### config.mk
export PLATFORM = sky130hd
export DESIGN_NAME = buffer_drain_flat
export DESIGN_NICKNAME = d
export VERILOG_FILES = /design/src/rtl/buffer_drain_pkg.sv /design/src/rtl/buffer_drain_if.sv /design/src/rtl/buffer_drain_fsm.sv /design/src/rtl/buffer_drain.sv /design/src/flat_wrapper.sv
export SDC_FILE = /design/constraint.sdc
export NUM_CORES = 1
export LEC_CHECK = 0
export BUFFER_PORTS_ARGS = -buffer_cell sky130_fd_sc_hd__buf_2
export CORE_UTILIZATION = 44
export CTS_CLUSTER_DIAMETER = 100
export DETAILED_ROUTE_END_ITERATION = 12
export PLACE_DENSITY = 0.75
export SYNTH_ARGS = -nofsm -noshare
export SYNTH_HDL_FRONTEND = slang
export SYNTH_SLANG_ARGS = --single-unit
### constraint.sdc
create_clock -name clock -period 2.3 [get_ports clock]
set_clock_uncertainty 0.15 [all_clocks]
set_input_delay 0.46 -clock clock [delete_from_list [all_inputs] [get_ports clock]]
set_output_delay 0.46 -clock clock [all_outputs]
set_load 0.02 [all_outputs]
### src/rtl/buffer_drain_pkg.sv
// Shared types and register map for the buffer drain block.
// Latency: n/a (types and constants only).
// Backpressure: n/a.
package buffer_drain_pkg;

   // Drain sequencer states
   typedef enum logic [2:0] {
      ST_IDLE,
      ST_FETCH,
      ST_WAIT,
      ST_HOLD,
      ST_FINISH
   } state_t;

   // Register offsets from BASE_ADDR
   localparam logic [15:0] OFS_DATA   = 16'd0;
   localparam logic [15:0] OFS_STATUS = 16'd1;
   localparam logic [15:0] OFS_CKSUM  = 16'd2;

   // STATUS bit positions; count occupies [7:0]
   localparam int STAT_WORD_VALID = 15;
   localparam int STAT_DONE       = 14;
   localparam int STAT_UNDERRUN   = 13;

   // CONTROL bit positions (shares the STATUS address)
   localparam int CTRL_ABORT      = 0;
   localparam int CTRL_CLR_STICKY = 1;

   // Assemble the STATUS word from its fields
   function automatic logic [15:0] make_status(input logic       wv,
                                               input logic       done,
                                               input logic       underrun,
                                               input logic [7:0] cnt);
      logic [15:0] s;
      s                  = '0;
      s[STAT_WORD_VALID] = wv;
      s[STAT_DONE]       = done;
      s[STAT_UNDERRUN]   = underrun;
      s[7:0]             = cnt;
      return s;
   endfunction

endpackage

### src/rtl/buffer_drain_if.sv
// CPU memory-mapped IO bus as seen by the drain block.
// Latency: read data is combinational from the addressed register.
// Backpressure: none; every strobe completes in its own cycle.
interface buffer_drain_if;
   logic        Read_IO;
   logic        Write_IO;
   logic [15:0] Adress_bus;
   logic [15:0] io_wdata;
   logic [15:0] io_rdata;

   modport master (
      output Read_IO, Write_IO, Adress_bus, io_wdata,
      input  io_rdata
   );

   modport slave (
      input  Read_IO, Write_IO, Adress_bus, io_wdata,
      output io_rdata
   );
endinterface

### src/rtl/buffer_drain_fsm.sv
// Drain sequencer: state, read address, pop count, word_valid, done and ack.
// Latency: arm to word_valid 3 cycles; pop to next word_valid 3 cycles.
// Backpressure: holds each word until the CPU pops it; abort overrides a pop.
module buffer_drain_fsm
   import buffer_drain_pkg::*;
#(
   parameter int ADDR_W = 8
) (
   input  logic              clock,
   input  logic              reset,
   input  logic              irq,
   input  logic              data_rd,
   input  logic              abort,
   input  logic              clr_sticky,
   output logic [ADDR_W-1:0] rd_addr,
   output logic [ADDR_W-1:0] count,
   output logic              word_valid,
   output logic              capture,
   output logic              start,
   output logic              pop,
   output logic              ack,
   output logic              done
);

   state_t            state_q, state_d;
   logic [ADDR_W-1:0] addr_q, addr_d;
   logic [ADDR_W-1:0] count_q, count_d;
   logic              wv_q, wv_d;
   logic              ack_q, ack_d;
   logic              done_q, done_d;
   // Set when a drain completes; IDLE will not re-arm until irq is seen low
   logic              need_low_q, need_low_d;

   // Next-state, counter and strobe logic
   always_comb begin
      state_d    = state_q;
      addr_d     = addr_q;
      count_d    = count_q;
      wv_d       = wv_q;
      ack_d      = 1'b0;
      done_d     = done_q;
      need_low_d = need_low_q;
      capture    = 1'b0;
      start      = 1'b0;
      pop        = 1'b0;

      if (clr_sticky) done_d = 1'b0;
      if (!irq)       need_low_d = 1'b0;

      unique case (state_q)
         ST_IDLE: begin
            if (irq && !need_low_q) begin
               state_d = ST_FETCH;
               start   = 1'b1;
            end
         end
         ST_FETCH: state_d = ST_WAIT;
         ST_WAIT: begin
            capture = 1'b1;
            wv_d    = 1'b1;
            state_d = ST_HOLD;
         end
         ST_HOLD: begin
            if (data_rd) begin
               pop     = 1'b1;
               wv_d    = 1'b0;
               addr_d  = addr_q + 1'b1;
               count_d = count_q + 1'b1;
               if (addr_q == '1) begin
                  state_d    = ST_FINISH;
                  ack_d      = 1'b1;
                  done_d     = 1'b1;
                  need_low_d = 1'b1;
               end else begin
                  state_d = ST_FETCH;
               end
            end
         end
         ST_FINISH: state_d = ST_IDLE;
         default:   state_d = ST_IDLE;
      endcase

      // Abort beats everything, including a pop in the same cycle
      if (abort) begin
         state_d = ST_IDLE;
         addr_d  = '0;
         count_d = '0;
         wv_d    = 1'b0;
         ack_d   = 1'b0;
         capture = 1'b0;
         start   = 1'b0;
         pop     = 1'b0;
      end
   end

   // State and counter registers
   always_ff @(posedge clock or negedge reset) begin
      if (!reset) begin
         state_q    <= ST_IDLE;
         addr_q     <= '0;
         count_q    <= '0;
         wv_q       <= 1'b0;
         ack_q      <= 1'b0;
         done_q     <= 1'b0;
         need_low_q <= 1'b0;
      end else begin
         state_q    <= state_d;
         addr_q     <= addr_d;
         count_q    <= count_d;
         wv_q       <= wv_d;
         ack_q      <= ack_d;
         done_q     <= done_d;
         need_low_q <= need_low_d;
      end
   end

   assign rd_addr    = addr_q;
   assign count      = count_q;
   assign word_valid = wv_q;
   assign ack        = ack_q;
   assign done       = done_q;

endmodule

### src/rtl/buffer_drain.sv
// Drains the filled buffer to the CPU via DATA/STATUS/CONTROL/CHECKSUM IO registers.
// Latency: 3 cycles per word (fetch, RAM read, hold); io_rdata is combinational.
// Backpressure: words wait in the hold register until popped; BUFFER_DRAIN_CHECKSUM_EN adds the checksum.
module buffer_drain
   import buffer_drain_pkg::*;
#(
   parameter int          ADDR_W    = 8,
   parameter int          DATA_W    = 16,
   parameter logic [15:0] BASE_ADDR = 16'h5002
) (
   input  logic              clock,
   input  logic              reset,
   input  logic              Interrupt_en,
   buffer_drain_if.slave     io,
   output logic [ADDR_W-1:0] buf_rd_addr,
   input  logic [DATA_W-1:0] buf_rd_data,
   output logic              word_valid,
   output logic              ack
);

   logic              sel_data, sel_stat, sel_cksum;
   logic              data_rd, ctrl_wr, abort, clr_sticky;
   logic              capture, start, pop, done;
   logic [ADDR_W-1:0] count;
   logic [DATA_W-1:0] hold_q, hold_d;
   logic              underrun_q, underrun_d;
   logic [15:0]       cksum_rd;
   logic [15:0]       rdata;
   logic              unused_bits;

   assign sel_data   = (io.Adress_bus == BASE_ADDR + OFS_DATA);
   assign sel_stat   = (io.Adress_bus == BASE_ADDR + OFS_STATUS);
   assign sel_cksum  = (io.Adress_bus == BASE_ADDR + OFS_CKSUM);
   assign data_rd    = io.Read_IO && sel_data;
   assign ctrl_wr    = io.Write_IO && sel_stat;
   assign abort      = ctrl_wr && io.io_wdata[CTRL_ABORT];
   assign clr_sticky = ctrl_wr && io.io_wdata[CTRL_CLR_STICKY];
   assign unused_bits = &{1'b0, io.io_wdata[15:2], pop, start};

   buffer_drain_fsm #(
      .ADDR_W (ADDR_W)
   ) u_fsm (
      .clock      (clock),
      .reset      (reset),
      .irq        (Interrupt_en),
      .data_rd    (data_rd),
      .abort      (abort),
      .clr_sticky (clr_sticky),
      .rd_addr    (buf_rd_addr),
      .count      (count),
      .word_valid (word_valid),
      .capture    (capture),
      .start      (start),
      .pop        (pop),
      .ack        (ack),
      .done       (done)
   );

   // Hold register loads the RAM word; a DATA read with nothing held sets underrun
   always_comb begin
      hold_d     = hold_q;
      underrun_d = underrun_q;
      if (capture)                 hold_d = buf_rd_data;
      if (clr_sticky)              underrun_d = 1'b0;
      if (data_rd && !word_valid)  underrun_d = 1'b1;
   end

   // Hold and underrun registers
   always_ff @(posedge clock or negedge reset) begin
      if (!reset) begin
         hold_q     <= '0;
         underrun_q <= 1'b0;
      end else begin
         hold_q     <= hold_d;
         underrun_q <= underrun_d;
      end
   end

`ifdef BUFFER_DRAIN_CHECKSUM_EN
   logic [15:0] cksum_q, cksum_d;

   // Running modulo-2^16 sum of popped words, restarted with each drain
   always_comb begin
      cksum_d = cksum_q;
      if (start || abort) cksum_d = '0;
      else if (pop)       cksum_d = cksum_q + 16'(hold_q);
   end

   // Checksum register
   always_ff @(posedge clock or negedge reset) begin
      if (!reset) cksum_q <= '0;
      else        cksum_q <= cksum_d;
   end

   assign cksum_rd = cksum_q;
`else
   assign cksum_rd = 16'h0000;
`endif

   // Read mux: only the addressed register drives the bus during a read
   always_comb begin
      rdata = '0;
      if (io.Read_IO) begin
         if (sel_data)       rdata = 16'(hold_q);
         else if (sel_stat)  rdata = make_status(word_valid, done, underrun_q, 8'(count));
         else if (sel_cksum) rdata = cksum_rd;
      end
   end

   assign io.io_rdata = rdata;

endmodule

### src/flat_wrapper.sv
// flat-port wrapper written by rule: the top's interface ports become plain ports
module buffer_drain_flat import buffer_drain_pkg::*;
#(
   parameter int          ADDR_W    = 8,
   parameter int          DATA_W    = 16,
   parameter logic [15:0] BASE_ADDR = 16'h5002
)
  (clock, reset, Interrupt_en, buf_rd_addr, buf_rd_data, word_valid, ack, io_Read_IO, io_Write_IO, io_Adress_bus, io_io_wdata, io_io_rdata);
  buffer_drain_if io_i ();
  input  logic clock;
  input  logic reset;
  input  logic Interrupt_en;
  output logic [ADDR_W-1:0] buf_rd_addr;
  input  logic [DATA_W-1:0] buf_rd_data;
  output logic word_valid;
  output logic ack;
  input wire logic [$bits(io_i.Read_IO)-1:0] io_Read_IO;
  input wire logic [$bits(io_i.Write_IO)-1:0] io_Write_IO;
  input wire logic [$bits(io_i.Adress_bus)-1:0] io_Adress_bus;
  input wire logic [$bits(io_i.io_wdata)-1:0] io_io_wdata;
  output wire logic [$bits(io_i.io_rdata)-1:0] io_io_rdata;
  assign io_i.Read_IO = io_Read_IO;
  assign io_i.Write_IO = io_Write_IO;
  assign io_i.Adress_bus = io_Adress_bus;
  assign io_i.io_wdata = io_io_wdata;
  assign io_io_rdata = io_i.io_rdata;
  buffer_drain #(.ADDR_W(ADDR_W), .DATA_W(DATA_W), .BASE_ADDR(BASE_ADDR)) u_core (.clock(clock), .reset(reset), .Interrupt_en(Interrupt_en), .io(io_i), .buf_rd_addr(buf_rd_addr), .buf_rd_data(buf_rd_data), .word_valid(word_valid), .ack(ack));
endmodule
# After elaboration in Yosys (flattened, before gate mapping)
# Index checks and enable logic that the tools add are counted.
dict set report classes {
  n_eq_ne 8
  n_reduce_logical 16
  n_bitwise 0
  n_shift 0
  muxes 33
  n_lt_le_gt_ge 0
  n_addsub 2
  n_mul 0
  div 0
}
# operator count
set op_table {}
lappend op_table {{two-way mux 16 bit} 3}
lappend op_table {{two-way mux 8 bit} 6}
lappend op_table {{== test 16 x 15 -> 1 bit (second input constant)} 2}
lappend op_table {{two-way mux 1 bit} 18}
lappend op_table {{adder 8 x 1 -> 8 bit (second input constant)} 2}
lappend op_table {{two-way mux 3 bit} 4}
lappend op_table {{one-hot mux 3 bit (4 select lines)} 1}
lappend op_table {{== test 8 bit (second input constant)} 1}
lappend op_table {{== test 3 x 2 -> 1 bit (second input constant)} 2}
lappend op_table {{logical AND 1 bit} 6}
lappend op_table {{AND reduction 2 bit} 3}
lappend op_table {{nonzero test 2 bit} 3}
lappend op_table {{== test 3 x 1 -> 1 bit (second input constant)} 1}
lappend op_table {{logical NOT 3 bit} 1}
lappend op_table {{!= test 3 x 1 -> 1 bit (second input constant)} 1}
lappend op_table {{!= test 3 x 2 -> 1 bit (second input constant)} 1}
lappend op_table {{nonzero test 3 bit} 1}
lappend op_table {{logical NOT 1 bit} 2}
lappend op_table {{one-hot mux 1 bit (2 select lines)} 1}
dict set report totals {
  in_bits 53
  word_cells 68
  ramBits 0
  out_inout_bits 26
  latch_bits 0
  mem_bits_ro 0
  n_memories 0
  ff_bits 40
}

# Depth between registers and ports, before layout
# Gate-level depths: netlist of run 1.
dict set report logic_depth {
  depth_word 7
  mapped_depth 6
  mapped_depth_nobuf 4
}

# Modules after synthesis
# From an unflattened synthesis of run 1, not the netlist that was laid out.
dict set report unflattened {
  cells_unflattened 183
  hier_area_um2 2009.4
}
# module n_inst seq_area_each_um2 area_per_inst_um2 cells_per_inst
set modules_own_cells {}
lappend modules_own_cells {buffer_drain_fsm 1 575.6 1129.8 115}
lappend modules_own_cells {buffer_drain 1 425.4 879.6 68}

# Worst setup path before layout of run 1
# Ideal clock, no wire load.
dict set report synth_path {
  kind {input-to-output}
  start {input io_Adress_bus[2]}
  end {output io_io_rdata[13]}
  path_buffers 1
  path_stages 5
  arrival_ps 1802
  slack_ps -112
  required_ps 1690
  path_cell_list {nor4b_4 -> nand3_2 -> nor2_1 -> buf_2 -> a22o_1}
}
dict set report synth_between {
  elab_chain_len 4
  elab_cells_between_ends 5
  classes_between {eq/ne: 2; mux: 3}
}
# element line
set synth_rtl {}
lappend synth_rtl {{from (decl)} flat_wrapper.sv:19} ;# input wire logic [$bits(io_i.Adress_bus)-1:0] io_Adress_bus;
lappend synth_rtl {{== test 16 x 15 -> 1 bit} buffer_drain.sv:32} ;# assign sel_stat = (io.Adress_bus == BASE_ADDR + OFS_STATUS);
lappend synth_rtl {{two-way mux 16 bit} buffer_drain.sv:105} ;# else if (sel_stat) rdata = make_status(word_valid, done, underrun_q, 8'(count));
lappend synth_rtl {{two-way mux 16 bit *} buffer_drain.sv:104} ;# if (sel_data) rdata = 16'(hold_q);
lappend synth_rtl {{two-way mux 16 bit *} buffer_drain.sv:103} ;# if (io.Read_IO) begin
lappend synth_rtl {{to (decl)} flat_wrapper.sv:21} ;# output wire logic [$bits(io_i.io_rdata)-1:0] io_io_rdata;
# Every way passes the cells marked *; elsewhere a longest branch is shown, timed or not.

# Final worst setup path of run 1
dict set report layout_path {
  start {input io_Adress_bus[13]}
  end {output io_io_rdata[0]}
}
# The elaborated chain is that of the path after synthesis.

==> out/metrics.csv, run 1 <==
metric,value,unit
ios,79,
multi_input_area,1076,sq um
syn-num-nets,250,
viasPerCell,5.738,
slew_viol_final,0,
rows,24,
worstReg2RegEnd,u_core.u_fsm.rd_addr[7],
diodes,0,
placed_area,2623,sq um
wl_met2,2732,um
fin_area,2897,sq um
insertion_delay,0.29,ns
track_usage,21.39,%
grt_max_degree,41,
yosys.area.top_type_share,46.87,%
ys_ff_latch,40,
yosys_most_used_dff,dfrtp_1,
die_x,71.67,um
cp.required,1.69,ns
post-route-min-period,2.398,ns
drt_iter0_drc,89,
vdd.ir_drop.worst,0.2757,mV
setup_tns,-0.8058,ns
wl_met1,2279,um
yosys.cell_types.count,40,
antenna_found_initial,0,
initial_core_util,47.42,%
max_cap_viol_count,0,
met3_length,288,um
vias,1905,
io_buffers,64,
min_path_type,in -> async,
async_flop_share,100.0,%
ys_warn_count,0,
post_drt_wl_per_cell,16.30,um
nFillCells,369,
gr-total-overflow,0,
seq_area_frac_synth,46.87,%
slew_headroom,67.21,%
synth_area_leaders,"dfrtp_1 47%, mux2_2 7.9%, a22o_1 4.5%",
grt_pass1_wl,8576,um
setup_viol,11,
synth.most_common_cell,dfrtp_1,
tritoncts,built,
worstPathMaxFanout,6,
synth_top_area_cell,dfrtp_1,
rr_worst_depth,5,
cts_made_buffers,5,
timing.final.ws_setup,-0.09833,ns
clkSinkCount,40,
failed_checks,setup timing,
path_clk_slew,0.08,ns
final_layout_size_suffix_gt1_share,44.29,%
r2r_start,u_core.u_fsm.state_q[2],
hold_slack,0.06351,ns
seqCellArea,1001,sq um
cp-end-kind,primary output,
mappedNetlistArea,2136,sq um
syn_inst,195,
run_status,finished with violations,
synth.avg_cell_area,10.95,sq um
startpoint_type,input pin,
wl,5411,um
top_layer,met4,
htree_levels,2,
nets,334,
fin_crit_sh,104.3,%
r2r_setup_slack,0.46,ns
syn_to_final_growth,35.62,%
criticalPathCategory,in -> out,
clockRootBuffer,clkbuf_8,
route.detailed.drc,0,
rsz0062_at_grt,yes,
die_y,71.67,um
gp_congestion,0.8145,
firstDrtPassIters,4,
p_per_area,478.4,nW/um^2
postRouteAntennaNets,0,
cts_buffer_depth,2,
die-area,5137,sq um
hold_violations,0,
grt_pass1_vias,1864,
critPathArrivalTime,1.79,ns
holdBufCountCts,0,
hpwlAfterDp,3722,um
synth_edf_count,0,
ys_top_cells_by_count,"40 x dfrtp_1, 15 x mux2_2, 14 x nand2_1, 13 x a21oi_1",
coreArea,4504,sq um
max_slew.worst_pin.slew,0.4851,ns
leakage,1.317,nW
max_freq,417.0,MHz
## stage by stage
step | util, % | total power [W] | instances | setup WS, ns
2_1_floorplan | - | 0.0007615 | 195 | -0.02107
3_3_place_gp | 58.22 | 0.0008219 | 320 | -0.08968
3_5_place_dp | 58.22 | 0.0008251 | 320 | -0.1257
4_1_cts | 62.22 | 0.001399 | 331 | -0.02369
5_1_grt | 64.31 | 0.001437 | 332 | -0.1830
6_report | 64.31 | 0.001386 | 332 | -0.09833
## final cells by class
| cell class | count | area share (%) |
|---|---|---|
| clock inverter | 3 | 1.469 |
| clock buffer | 5 | 2.376 |
| timing repair buffer | 87 | 21.81 |
| multi-input combinational | 142 | 37.15 |
| sequential | 40 | 34.56 |
| tap | 52 | 2.246 |
| inverter | 3 | 0.3888 |
## worst max-delay path by stage
stage	cells after the start	end	slack (ns)	from
floorplan	5	io_io_rdata[13]	-0.02	io_Adress_bus[2]
CTS	7	io_io_rdata[0]	-0.02	io_Adress_bus[10]
detailed placement	7	io_io_rdata[0]	-0.13	io_Adress_bus[9]
global route	7	io_io_rdata[0]	-0.18	io_Adress_bus[13]
finish	7	io_io_rdata[0]	-0.1	io_Adress_bus[13]
global placement	7	io_io_rdata[15]	-0.09	io_Adress_bus[9]
## critical path, cell delays in order
cell and delay (ns):
buf_8 0.10, nor4b_4 0.32, nand2_1 0.16, nor3_4 0.30, buf_6 0.17, a22o_1 0.16
buf_6 0.12
## timing repair
item / CTS / global route
buffers inserted: 2 / 1
cloned: 1 / 0
pin swaps: 8 / 9
endpoints found under the setup margin: 11 / 16
gates resized for setup: 14 / 25
## layer usage
layer	vias up	track usage [%]
li1	920	-
met1	898	26.71
met2	76	36.48
met3	11	4.641
met4	0	7.843
met5	-	0
## cell families after synthesis
kind of cell    Yosys count  share of synthesized area, %
simple gates             74                         23.38
compound gates           48                         15.47
flops                    40                         46.87
mux                      18                         9.373
buf+inv                  13                         3.749
fa+ha+maj                 2                         1.171
## flip-flops by register name, indices dropped and copies added (netlist names)
register and cells:
u_core.u_fsm.rd_addr 8, u_core.u_fsm.ack 1, u_core.underrun_q 1, u_core.u_fsm.need_low_q 1, u_core.u_fsm.count 8, u_core.hold_q 16, u_core.u_fsm.state_q 3, u_core.u_fsm.word_valid 1
u_core.u_fsm.done 1
## cells in the final DEF, fill, tap and decap left out, drive strengths merged
master and instances:
buf 87, dfrtp 40, mux2 16, nand2 14, a21oi 13, a22o 11
or4 11, o31ai 10, nor2 8, nand3 8, and2 7, o21ai 7
nand4 7, clkbuf 5, and3 4, nor4b 4, inv 3, and4 3
nor3 3, o2bb2ai 2, mux2i 2, a211oi 2, ha 2, and2b 1
and3b 1, or2 1, nor3b 1, o22ai 1, o21bai 1, o41ai 1
or3 1, clkinvlp 1, bufinv 1, clkinv 1
## where the power goes
part	switching (W)	internal [W]	leakage [nW]	total [W]
Clock	0.000246	0.000321	0.0541	0.000567
Sequential	0.00000700	0.000717	0.496	0.000724
Combinational	0.0000438	0.0000506	0.767	0.0000944
Total	0.000297	0.00109	1.32	0.00139
Power figures use the tool's default switching activity.
==> inputs of run 2 (changes only) <==
--- a/config.mk
+++ b/config.mk
@@ -6,10 +6,13 @@
 export NUM_CORES = 1
 export LEC_CHECK = 0
 export BUFFER_PORTS_ARGS = -buffer_cell sky130_fd_sc_hd__buf_2
-export CORE_UTILIZATION = 44
+export CELL_PAD_IN_SITES_DETAIL_PLACEMENT = 2
+export CELL_PAD_IN_SITES_GLOBAL_PLACEMENT = 2
+export CORE_UTILIZATION = 27
 export CTS_CLUSTER_DIAMETER = 100
 export DETAILED_ROUTE_END_ITERATION = 12
-export PLACE_DENSITY = 0.75
+export PLACE_DENSITY = 0.76
+export SKIP_CTS_REPAIR_TIMING = 1
 export SYNTH_ARGS = -nofsm -noshare
 export SYNTH_HDL_FRONTEND = slang
 export SYNTH_SLANG_ARGS = --single-unit
==> run 2 against run 1 <==
Wire length rose by 23%. The run still ends with setup timing left. Cell count rose by 14%. Final area rose by 2.9%. Critical path type unchanged. Sequential share of layout area fell by 0.99 points. Sequential cell count did not move. Combinational power fell by 1%. Hold slack improved by 0.020 ns. Power rose by 5.0%. Core utilization fell by 26 points. Die area rose by 61%.
==> out/metrics.csv, run 2 (same netlist as run 1, synthesis figures left out) <==
metric,value,unit,change
run_status,finished with violations,,
failed_checks,setup timing,,
track_usage,17.18,%,-4.2 points
startpoint_type,input pin,,
drt_iter0_drc,36,,-60%
hpwlAfterDp,4775,um,+28%
rsz0062_at_grt,yes,,
fin_crit_sh,102.1,%,-2.1 points
largest_reg_flops,16,,unchanged
final_layout_size_suffix_gt1_share,45.68,%,+1.4 points
hold_violations,0,,unchanged
path_clk_slew,0.08,ns,about the same
viasPerCell,5.145,,-10%
post_drt_wl_per_cell,17.55,um,+7.7%
initial_core_util,27.78,%,-20 points
ios,79,,unchanged
r2r_setup_slack,0.49,ns,+0.03 ns
firstDrtPassIters,4,,unchanged
max_slew.worst_pin.slew,0.5310,ns,+0.04597 ns
criticalPathCategory,in -> out,,
seq_power_share,49.8,%,-2.4 points
grt_pass1_wl,11210,um,+31%
final_cells,380,,+14%
diodes,0,,unchanged
rr_worst_depth,5,,unchanged
gp_congestion,0.7395,,-9.2%
layout_common_cells,"46 x buf_2, 40 x dfrtp_1, 20 x buf_4, 16 x buf_6, 15 x mux2_2",,
critPathArrivalTime,1.74,ns,-0.05 ns
clkSinkCount,40,,unchanged
gr-total-overflow,0,,unchanged
cp-end-kind,primary output,,
clockRootBuffer,clkbuf_8,,
die_x,90.94,um,+27%
insertion_delay,0.29,ns,about the same
pre_cts_ws,-0.07195,ns,+0.05371 ns
dp_cells,369,,+15%
cp.required,1.69,ns,about the same
nets,332,,-0.60%
cts_made_buffers,5,,unchanged
cts_buffer_depth,2,,unchanged
grt_max_degree,41,,unchanged
antenna_found_initial,0,,unchanged
setup_viol,8,,-3
slew_viol_final,0,,unchanged
min_path_type,in -> async,,
rows,32,,+33%
slew_headroom,64.60,%,-2.6 points
switching_power,0.0003077,W,+3.5%
postRouteAntennaNets,0,,unchanged
wl,6669,um,+23%
p_clk_share,43.8,%,+2.9 points
p_int,0.001147,W,+5.4%
final_common_cell,buf_2,,
grt_pass1_vias,2177,,+17%
route.detailed.drc,0,,unchanged
post-route-min-period,2.349,ns,-0.04919 ns
htree_levels,2,,unchanged
swShare,21.15,%,-0.30 points
max_freq,425.7,MHz,+2.1%
p_comb_share,6.4,%,-0.4 points
die-area,8270,sq um,+61%
leakage,1.322,nW,+0.42%
tritoncts,built,,
max_cap_viol_count,0,,unchanged
die_y,90.94,um,+27%
timing.final.ws_setup,-0.04914,ns,+0.04919 ns
vdd.ir_drop.worst,0.2089,mV,-24%
io_buffers,64,,unchanged
p_per_area,488.0,nW/um^2,+2.0%
vias,1955,,+2.6%
worstPathMaxFanout,6,,unchanged
syn_to_final_growth,39.60,%,
regMostFlops,u_core.hold_q,,
coreArea,7687,sq um,+71%
==> run 2: per-layer routing <==
layer,global-route usage (%),up-vias,wire length (um)
li1,-,908,-
met1,20.59,984,2807
met2,30.93,53,3458
met3,3.434,10,289
met4,5.026,0,114
met5,0,-,0
==> run 2: worst max-delay path: stages <==
cell and delay [ns]:
buf_6 0.10, nor4b_4 0.30, nand2_2 0.14, nor3_4 0.27, buf_6 0.17, a22o_1 0.17, buf_6 0.12
==> run 2: metrics by stage <==
| stage | hold slack [ns] | setup TNS, ns | utilization (%) | area, sq um | power (W) |
|---|---|---|---|---|---|
| 2_1_floorplan | 0.01441 | -0.1524 | - | 2140 | 0.0007615 |
| 5_1_grt | 0.1252 | -0.9934 | 38.79 | 2982 | 0.001507 |
| 4_1_cts | 0.1015 | -0.5969 | 36.64 | 2816 | 0.001470 |
| 3_3_place_gp | 0.3159 | -0.2941 | 34.99 | 2690 | 0.0008223 |
| 3_5_place_dp | 0.3315 | -0.5890 | 34.99 | 2690 | 0.0008285 |
| 6_report | 0.08376 | -0.1722 | 38.79 | 2982 | 0.001455 |
==> run 2: final timing paths <==
kind	to	startpoint
setup / recovery	io_io_rdata[0]	io_Adress_bus[11]
hold / removal	u_core.u_fsm.count[3]	reset
setup reg to reg	u_core.u_fsm.count[6]	u_core.u_fsm.state_q[2]
hold reg to reg	u_core.u_fsm.need_low_q	u_core.u_fsm.need_low_q
max in group asynchronous	u_core.u_fsm.state_q[0]	reset
min in group clock	u_core.hold_q[13]	buf_rd_data[13]
==> run 2: final cells by class <==
cell class	count	area (sq um)
clock buffers	7	96.34
repair buffers	85	620.6
flip-flops and latches	40	1001
well taps	102	127.6
clock inverters	1	30.03
inverters	3	11.26
fillers	824	4706
multi-input cells	142	1095
==> run 2: power by group through the flow <==
stage	Clock (W)	Sequential (W)	Combinational (W)
floorplan	0	0.000736	0.0000258
global placement	0	0.000736	0.0000858
detailed placement	0	0.000738	0.0000902
CTS	0.000656	0.000724	0.0000904
global route	0.000675	0.000727	0.000105
finish	0.000637	0.000725	0.0000934
==> inputs of run 3 (changes only) <==
--- a/config.mk
+++ b/config.mk
@@ -8,10 +8,11 @@
 export BUFFER_PORTS_ARGS = -buffer_cell sky130_fd_sc_hd__buf_2
 export CELL_PAD_IN_SITES_DETAIL_PLACEMENT = 2
 export CELL_PAD_IN_SITES_GLOBAL_PLACEMENT = 2
-export CORE_UTILIZATION = 27
+export CORE_UTILIZATION = 28
+export CTS_BUF_LIST = sky130_fd_sc_hd__clkbuf_2
 export CTS_CLUSTER_DIAMETER = 100
 export DETAILED_ROUTE_END_ITERATION = 12
-export PLACE_DENSITY = 0.76
+export PLACE_DENSITY = 0.78
 export SKIP_CTS_REPAIR_TIMING = 1
 export SYNTH_ARGS = -nofsm -noshare
 export SYNTH_HDL_FRONTEND = slang
==> run 3 against run 2 <==
The flow still finishes with violations (setup timing). Critical path depth unchanged. Via count rose by 0.36%. Hold slack is essentially flat. Global-route usage is 0.89 points higher. Critical endpoint is now io_io_rdata[13]. Final area about the same. Sequential share of layout area is essentially flat. Wire length rose by 8.2%. Count of clock-buffer cells in the layout fell by 2. Critical path type unchanged. Core utilization increased by 1.9 points. Worst setup slack got worse by 0.026 ns. Clock power fell by 26%.
==> out/metrics.csv, run 3 (same netlist as run 1, synthesis figures left out) <==
metric,value,unit,change
run_status,finished with violations,,
startpoint_type,input pin,,
antenna_found_initial,0,,unchanged
max_freq,421.0,MHz,-1.1%
max_cap_viol_count,0,,unchanged
grt_pass1_vias,2153,,-1.1%
slew_headroom,75.68,%,+11 points
viasPerCell,5.177,,+0.62%
critPathArrivalTime,1.77,ns,+0.03 ns
setup_tns,-0.7684,ns,-0.5962 ns
totalPowerFinal,0.001300,W,-11%
die-area,7981,sq um,-3.5%
rsz0062_at_grt,yes,,
slew_viol_final,0,,unchanged
nets,334,,+0.60%
timing.final.ws_setup,-0.07513,ns,-0.02599 ns
tritoncts,built,,
leakage,1.320,nW,-0.14%
syn_to_final_growth,39.54,%,about the same
initial_core_util,29.13,%,+1.4 points
track_usage,18.07,%,+0.89 points
layout_common_cells,"44 x buf_2, 40 x dfrtp_1, 21 x buf_6, 17 x buf_4, 15 x mux2_2",,
diodes,0,,unchanged
failed_checks,setup timing,,
postRouteAntennaNets,0,,unchanged
criticalPathCategory,in -> out,,
die_x,89.34,um,-1.8%
final_common_cell,buf_2,,
die_y,89.34,um,-1.8%
insertion_delay,0.43,ns,+0.14 ns
gp_congestion,0.7852,,+6.2%
rows,31,,-3.1%
vias,1962,,+0.36%
r2r_setup_slack,0.36,ns,-0.13 ns
worstPathMaxFanout,6,,unchanged
hpwlAfterDp,5009,um,+4.9%
max_slew.worst_pin.slew,0.3597,ns,-0.1713 ns
path_clk_slew,0.25,ns,+0.17 ns
drt_iter0_drc,50,,+39%
regMostFlops,u_core.hold_q,,
min_path_type,in -> reg,,
pre_cts_ws,-0.09054,ns,-0.01859 ns
hold_violations,0,,unchanged
post-route-min-period,2.375,ns,+0.02599 ns
grt_max_degree,41,,unchanged
p_per_area,436.2,nW/um^2,-11%
post_drt_wl_per_cell,19.03,um,+8.4%
clkSinkCount,40,,unchanged
io_buffers,64,,unchanged
vdd.ir_drop.worst,0.1983,mV,-5.1%
firstDrtPassIters,4,,unchanged
fin_crit_sh,103.3,%,+1.1 points
htree_levels,2,,unchanged
ios,79,,unchanged
wl,7213,um,+8.2%
setup_viol,16,,+8
cts_buffer_depth,2,,unchanged
cp.required,1.69,ns,about the same
clockRootBuffer,clkbuf_2,,
largest_reg_flops,16,,unchanged
cp-end-kind,primary output,,
nFillCells,782,,-5.1%
cts_made_buffers,5,,unchanged
final_layout_size_suffix_gt1_share,46.07,%,+0.39 points
coreArea,7331,sq um,-4.6%
grt_pass1_wl,10650,um,-5.0%
route.detailed.drc,0,,unchanged
gr-total-overflow,0,,unchanged
[run 3: cell types whose count changed in the layout (fill, tap and decap cells not counted), moves of 2 or more]
cell	delta
clkbuf_2	+5
buf_2	-2
buf_4	-3
buf_6	+5
clkbuf_8	-7
[run 3: where the power goes]
group	switching [W]	total, W	internal [W]
clock network	0.000284	0.000471	0.000187
logic	0.0000474	0.000101	0.0000540
registers	0.00000828	0.000727	0.000719
[run 3: cell type report]
type	count	area, sq um	area share, %
clock inverters	3	46.29	1.553
clock buffers	5	25.02	0.8396
well taps	99	123.9	4.156
multi-input cells	142	1099	36.86
inverters	3	11.26	0.3778
flip-flops and latches	40	1001	33.59
repair buffers	87	674.4	22.63
[run 3: critical path, stage by stage]
cell and delay [ns]:
buf_6 0.09, nor4b_4 0.35, nand2_2 0.11, nor3_4 0.28, buf_6 0.18, a22o_1 0.16
buf_6 0.12
[run 3: layer usage]
| layer | part of all wire [%] | routed length (um) | GRT usage [%] |
|---|---|---|---|
| met1 | 41 | 2988 | 20.41 |
| met2 | 55 | 3998 | 34.56 |
| met3 | 2.4 | 175 | 2.955 |
| met4 | 0.71 | 51 | 5.483 |
| met5 | 0 | 0 | 0 |
[run 3: worst paths after layout]
check	start	endpoint	depth (start not counted)
hold / removal	buf_rd_data[1]	u_core.hold_q[1]	2
setup reg to reg	u_core.u_fsm.state_q[0]	u_core.u_fsm.done	5
max in group asynchronous	reset	u_core.u_fsm.word_valid	3
hold reg to reg	u_core.u_fsm.need_low_q	u_core.u_fsm.need_low_q	2
min in group asynchronous	reset	u_core.u_fsm.count[4]	3
setup / recovery	io_Adress_bus[13]	io_io_rdata[13]	7
[run 3: through the flow]
step	area (sq um)	util, %	hold WS (ns)	instances
2_1_floorplan	2140	-	0.01441	195
3_3_place_gp	2691	36.71	0.3005	365
3_5_place_dp	2691	36.71	0.3036	365
4_1_cts	2763	37.69	-0.1971	373
5_1_grt	2980	40.66	0.03849	379
6_report	2980	40.66	0.08375	379
